--- src/rtl/sevseg_pkg.sv ---
// Shared constants and the BCD-to-segment decoder for the seven-segment counter.
package sevseg_pkg;

  localparam int MAX_DIGITS = 8;

  // Active-low segment patterns, bit order {g,f,e,d,c,b,a}
  localparam logic [6:0] SEG_0     = 7'h40;
  localparam logic [6:0] SEG_1     = 7'h79;
  localparam logic [6:0] SEG_2     = 7'h24;
  localparam logic [6:0] SEG_3     = 7'h30;
  localparam logic [6:0] SEG_4     = 7'h19;
  localparam logic [6:0] SEG_5     = 7'h12;
  localparam logic [6:0] SEG_6     = 7'h02;
  localparam logic [6:0] SEG_7     = 7'h78;
  localparam logic [6:0] SEG_8     = 7'h00;
  localparam logic [6:0] SEG_9     = 7'h10;
  localparam logic [6:0] SEG_BLANK = 7'h7F;

  function automatic logic [6:0] bcd2seg(input logic [3:0] d);
    case (d)
      4'd0:    return SEG_0;
      4'd1:    return SEG_1;
      4'd2:    return SEG_2;
      4'd3:    return SEG_3;
      4'd4:    return SEG_4;
      4'd5:    return SEG_5;
      4'd6:    return SEG_6;
      4'd7:    return SEG_7;
      4'd8:    return SEG_8;
      4'd9:    return SEG_9;
      default: return SEG_BLANK;
    endcase
  endfunction

endpackage

--- src/rtl/clk_enable_div.sv ---
// Divides the clock into a registered one-cycle enable pulse every DIV cycles;
// the first pulse is visible in the DIV-th cycle after reset release.
module clk_enable_div #(
  parameter int DIV = 2
) (
  input  logic clk,
  input  logic rst_n,
  output logic tick
);

  localparam int CW = (DIV > 2) ? $clog2(DIV) : 1;

  logic [CW-1:0] cnt;

  always_ff @(posedge clk or negedge rst_n) begin
    if (!rst_n) begin
      cnt  <= '0;
      tick <= 1'b0;
    end else begin
      if (cnt == CW'(DIV - 1)) cnt <= '0;
      else                     cnt <= cnt + 1'b1;
      tick <= (cnt == CW'(DIV - 2));
    end
  end

endmodule

--- src/rtl/seven_seg_mux_counter.sv ---
// N-digit BCD up/down counter with multiplexed common-anode seven-segment scan.
// Define SEVSEG_LZB_EN to blank leading zeros on digits above digit 0.
module seven_seg_mux_counter
  import sevseg_pkg::*;
#(
  parameter int BOARD_FREQ = 50_000_000,
  parameter int TICK_HZ    = 1,
  parameter int SCAN_HZ    = 1000,
  parameter int DIGITS     = 4
) (
  input  logic                  Clk,
  input  logic                  Clr_n,
  input  logic                  En,
  input  logic                  Up,
  input  logic                  Load,
  input  logic [4*DIGITS-1:0]   Load_val,
  output logic [4*DIGITS-1:0]   Bcd,
  output logic                  Wrap,
  output logic [6:0]            Seg,
  output logic [DIGITS-1:0]     an
);

  localparam int TICK_DIV = BOARD_FREQ / TICK_HZ;
  localparam int SCAN_DIV = BOARD_FREQ / SCAN_HZ;
  localparam int IDX_W    = (DIGITS > 1) ? $clog2(DIGITS) : 1;

  if (DIGITS < 1 || DIGITS > MAX_DIGITS) begin : g_digits_range
    $error("DIGITS out of range");
  end

  logic              count_tick;
  logic              scan_tick;
  logic [4*DIGITS-1:0] load_clean;
  logic [4*DIGITS-1:0] count_next;
  logic              count_wrap;
  logic [3:0]        digit;
  logic              carry;
  logic [IDX_W-1:0]  scan_idx;
  logic [IDX_W-1:0]  scan_next;
  logic              scan_started;
  logic [6:0]        seg_digit [DIGITS];

  clk_enable_div #(.DIV(TICK_DIV)) u_count_div (
    .clk   (Clk),
    .rst_n (Clr_n),
    .tick  (count_tick)
  );

  clk_enable_div #(.DIV(SCAN_DIV)) u_scan_div (
    .clk   (Clk),
    .rst_n (Clr_n),
    .tick  (scan_tick)
  );

  for (genvar gi = 0; gi < DIGITS; gi++) begin : g_digit
    logic [3:0] val;
    assign val = Bcd[4*gi +: 4];
    assign load_clean[4*gi +: 4] = (Load_val[4*gi +: 4] > 4'd9) ? 4'd0 : Load_val[4*gi +: 4];
`ifdef SEVSEG_LZB_EN
    if (gi > 0) begin : g_lzb
      assign seg_digit[gi] = (Bcd[4*DIGITS-1:4*gi] == '0) ? SEG_BLANK : bcd2seg(val);
    end else begin : g_lsd
      assign seg_digit[gi] = bcd2seg(val);
    end
`else
    assign seg_digit[gi] = bcd2seg(val);
`endif
  end

  // Ripple carry/borrow through the digits; a carry out of the top digit is a wrap.
  always_comb begin
    count_next = Bcd;
    carry      = 1'b1;
    digit      = 4'd0;
    for (int i = 0; i < DIGITS; i++) begin
      digit = Bcd[4*i +: 4];
      if (carry) begin
        if (Up) begin
          if (digit == 4'd9) digit = 4'd0;
          else begin
            digit = digit + 4'd1;
            carry = 1'b0;
          end
        end else begin
          if (digit == 4'd0) digit = 4'd9;
          else begin
            digit = digit - 4'd1;
            carry = 1'b0;
          end
        end
      end
      count_next[4*i +: 4] = digit;
    end
    count_wrap = carry;
  end

  // The very first scan tick lands on digit 0 instead of advancing past it.
  always_comb begin
    if (!scan_started)                        scan_next = '0;
    else if (scan_idx == IDX_W'(DIGITS - 1))  scan_next = '0;
    else                                      scan_next = scan_idx + 1'b1;
  end

  always_ff @(posedge Clk or negedge Clr_n) begin
    if (!Clr_n) begin
      Bcd          <= '0;
      Wrap         <= 1'b0;
      Seg          <= SEG_BLANK;
      an           <= '1;
      scan_idx     <= '0;
      scan_started <= 1'b0;
    end else begin
      Wrap <= 1'b0;
      if (Load) begin
        Bcd <= load_clean;
      end else if (count_tick && En) begin
        Bcd  <= count_next;
        Wrap <= count_wrap;
      end
      if (scan_tick) begin
        scan_idx     <= scan_next;
        scan_started <= 1'b1;
        an           <= ~(DIGITS'(1) << scan_next);
        Seg          <= seg_digit[scan_next];
      end
    end
  end

endmodule

--- config.mk ---
export PLATFORM = sky130hd
export DESIGN_NAME = seven_seg_mux_counter
export DESIGN_NICKNAME = d
export VERILOG_FILES = /design/src/rtl/sevseg_pkg.sv /design/src/rtl/clk_enable_div.sv /design/src/rtl/seven_seg_mux_counter.sv
export SDC_FILE = /design/constraint.sdc
export NUM_CORES = 1
export LEC_CHECK = 0
export CAP_MARGIN = 10
export CORE_MARGIN = 3
export CORE_UTILIZATION = 39
export CTS_CLUSTER_DIAMETER = 60
export DETAILED_ROUTE_END_ITERATION = 16
export GPL_ROUTABILITY_DRIVEN = 0
export PLACE_DENSITY = 0.61
export SETUP_SLACK_MARGIN = 0.3
export SLEW_MARGIN = 20
export SYNTH_ARGS = -nofsm -noshare
export SYNTH_HDL_FRONTEND = slang
export SYNTH_SLANG_ARGS = --single-unit
export TNS_END_PERCENT = 20
--- constraint.sdc ---
create_clock -name Clk -period 9.1 [get_ports Clk]
set_clock_uncertainty 0.2 [all_clocks]
set_input_delay 1.82 -clock Clk [delete_from_list [all_inputs] [get_ports Clk]]
set_output_delay 1.82 -clock Clk [all_outputs]
set_load 0.005 [all_outputs]
==> impl_metrics.toml <==
[timing]
finalSetupTns_ps = 0
grt_setup_unrepaired = "false"
timing_max_transition_violations_final = 0
timing.slew.headroom_pct = 33.5
finalCritPeriodShare_pct = 53.0
max_slew.worst_pin.slew_ps = 997
final.min_clock_period_ps = 4830
finalSetupViolCount = 0
fmaxAchievable_mhz = 207
hold_vio_cnt_final = 0

[clocking]
clock_sink_count = 75
clk_latency_ps = 340
cts.path.max_buffers = 2
clk_transition_reported_paths_ps = 60
cts_post_setup_buffers_inserted = 0
cts-buffers-inserted = 9
hold_buffers = 0
tritoncts = "yes"
cts-resized-gates = 0
cts_h_tree_depth = 3
ctsRootBufferMaster = "sky130_fd_sc_hd__clkbuf_16"

[run]
timing.max_cap.violations = 0

[grt]
largest_net_degree_at_the_start_of_global_routing = 76
grt.overflow.total = 0
grt_pass1_wl_microns = 20900
grtUsageTotal_pct = 18.0
grt_pass1_vias = 4238
grt_antenna_before_repair = 0

[synthesis]
number_of_enable_type_register_cells_in_the_synthesized_netlist = 0
synth.distinct_cells = 60
synth_nets = 627
post_synth_main_area_contributors = "sky130_fd_sc_hd__dfrtp_1 (32%), sky130_fd_sc_hd__ha_1 (7.2%), sky130_fd_sc_hd__dfstp_2 (5.8%)"
flip_flop_and_latch_count_after_synthesis = 75
syn-instance-count = 577
yosys.area.top_type = "sky130_fd_sc_hd__dfrtp_1"
synth_flop_cell = "sky130_fd_sc_hd__dfrtp_1"
synth_top_area_share_pct = 32.0
synth-warning-count = 0
ys_seq_area_share_pct = 37.8
area_of_the_mapped_netlist_sq_um = 5010
ys_async_sr_fraction_pct = 100
synth_area_per_cell_sq_um = 8.68

[finish]
final_core_utilization_pct = 48.6
layout-drive-gt1-share_pct = 7.03
syn2layout_area_growth_pct = 19.1
num-nets-final = 657
diodes = 0
top_library_cells_by_usage_in_the_layout_fill_and_taps_aside = "sky130_fd_sc_hd__dfrtp_1 (64), sky130_fd_sc_hd__nor2_1 (60), sky130_fd_sc_hd__nand2_1 (47), sky130_fd_sc_hd__clkdlybuf4s50_1 (47), sky130_fd_sc_hd__a21oi_1 (38)"
mostFrequentLayoutCell = "sky130_fd_sc_hd__dfrtp_1"

[power]
report.power.total_mw = 0.981
powerDensity_nw_per_um2 = 164
peakVddDrop_uv = 99.2
leakagePower_nw = 2.47

[route]
drt_pre_antenna_iters = 5
detail_route.wirelength_microns = 12300
initialDrtViolationCount = 283
vias_per_cell = 5.62
drcViolationCount = 0
route.antenna.remaining_nets = 0
wl_per_cell_microns = 15.8
dr_total_vias = 4387

[run_status]
outcome = "finished, final reports clean"

[critical_path]
startpoint_type = "input pin"
worst_reg_to_reg_path_cell_count = 7
worst_ep_arrival_time_ps = 4860
crit_type = "in2reg"
crit_fanout = 28
timing.critical_path.required_ps = 9130
timing.critical_path.to_type = "register"

[die]
boundaryPins = 49
horizontal_extent_of_the_die_microns = 119
core-area_sq_um = 12300
row_count = 40
floorplan.die_area_sq_um = 14200
initial_util_pct = 40.8
fp.dieH_microns = 119

[place]
count_of_buffers_from_port_buffering = 48
dpl.hpwl_microns = 8670

[min_path]
hold_depth = 2
hold_path_class = "reg2reg"
-- through the flow --
step / hold slack [ps] / instance area (sq um) / worst slack, ps / std cells
floorplan: 254 / 5010 / 5070 / 577
global placement: 259 / 5570 / 4000 / 764
detailed placement: 267 / 5570 / 3930 / 764
CTS: 280 / 5960 / 4270 / 780
global route: 297 / 5960 / 4130 / 780
finish: 273 / 5960 / 4270 / 780
-- final timing paths --
path | slack, ps | startpoint | end
min reg2reg | 270 | an[0] | an[0]
max reg2reg | 5890 | Bcd[5] | Bcd[14]
min | 270 | an[0] | an[0]
min in group asynchronous | 1390 | Clr_n | Bcd[12]
max in group asynchronous | 6610 | Clr_n | Bcd[0]
max | 4270 | Up | Bcd[14]
-- cells in the mapped netlist (all sizes together), types with 3 or more instances --
cell type,instances
buf,4
xor2,14
a21oi,38
o211ai,7
or3,4
and3,9
nor3b,6
o31ai,3
nand3b,7
a21o,3
nor4b,3
ha,29
dfrtp,64
mux2i,11
nor3,16
nand2,47
nor2b,7
and4,6
a31oi,12
or2,4
o31a,3
o22ai,7
a211oi,8
o221ai,4
nor2,60
o22a,3
or3b,3
o21bai,4
inv,22
nand2b,7
o21ai,32
dfstp,11
nand4,5
clkbuf,26
o21a,4
xnor2,21
a21boi,3
and2,3
nand3,23
nor4,8
-- critical path, stage by stage --
cell and delay (ps):
sky130_fd_sc_hd__clkdlybuf4s50_1 910, sky130_fd_sc_hd__or4b_4 750, sky130_fd_sc_hd__a221o_2 460, sky130_fd_sc_hd__or3_1 510, sky130_fd_sc_hd__o21a_1 230, sky130_fd_sc_hd__o22a_1 170
-- routing by layer --
layer  vias to the layer above  wire (microns)  part of all wire [%]  GRT usage [%]
li1                       2142               -                     -              -
met1                      2110            5440                    44           23.3
met2                       110            5910                    48           29.5
met3                        25             608                   4.9           3.56
met4                         0             331                   2.7           7.23
met5                         -               0                     0              0
-- final cells by class --
class / instances / area (sq um)
clock buffer: 9 / 225
clock inverter: 7 / 164
fill: 1167 / 6300
inverter: 24 / 90.1
multi-input combinational: 448 / 2900
sequential: 75 / 1890
tap: 168 / 210
timing repair buffer: 49 / 485
-- power breakdown --
group	switching (mW)	internal, mW
clock network	0.143	0.323
registers	0.0250	0.340
logic	0.0795	0.0701
-- sequential cells by signal (all words and copies together), names as in the netlist, 2 cells and up --
register,cells
Seg,7
u_count_div.cnt,26
an,4
u_scan_div.cnt,16
scan_idx,2
Bcd,16
-- kinds of logic (layout without fill, tap and decap cells) --
logic type	after synthesis	count (layout)	share of synthesized area (%)
AO/OA/AOI/OAI	148	148	19.0
XOR/XNOR	35	35	6.12
adder cells (fa/ha/maj)	29	29	7.25
buffers and inverters	54	89	4.37
flip-flops	75	75	37.8
multiplexers	13	13	2.65
AND/OR/NAND/NOR	223	223	22.8
Power figures use the tool's default switching activity.
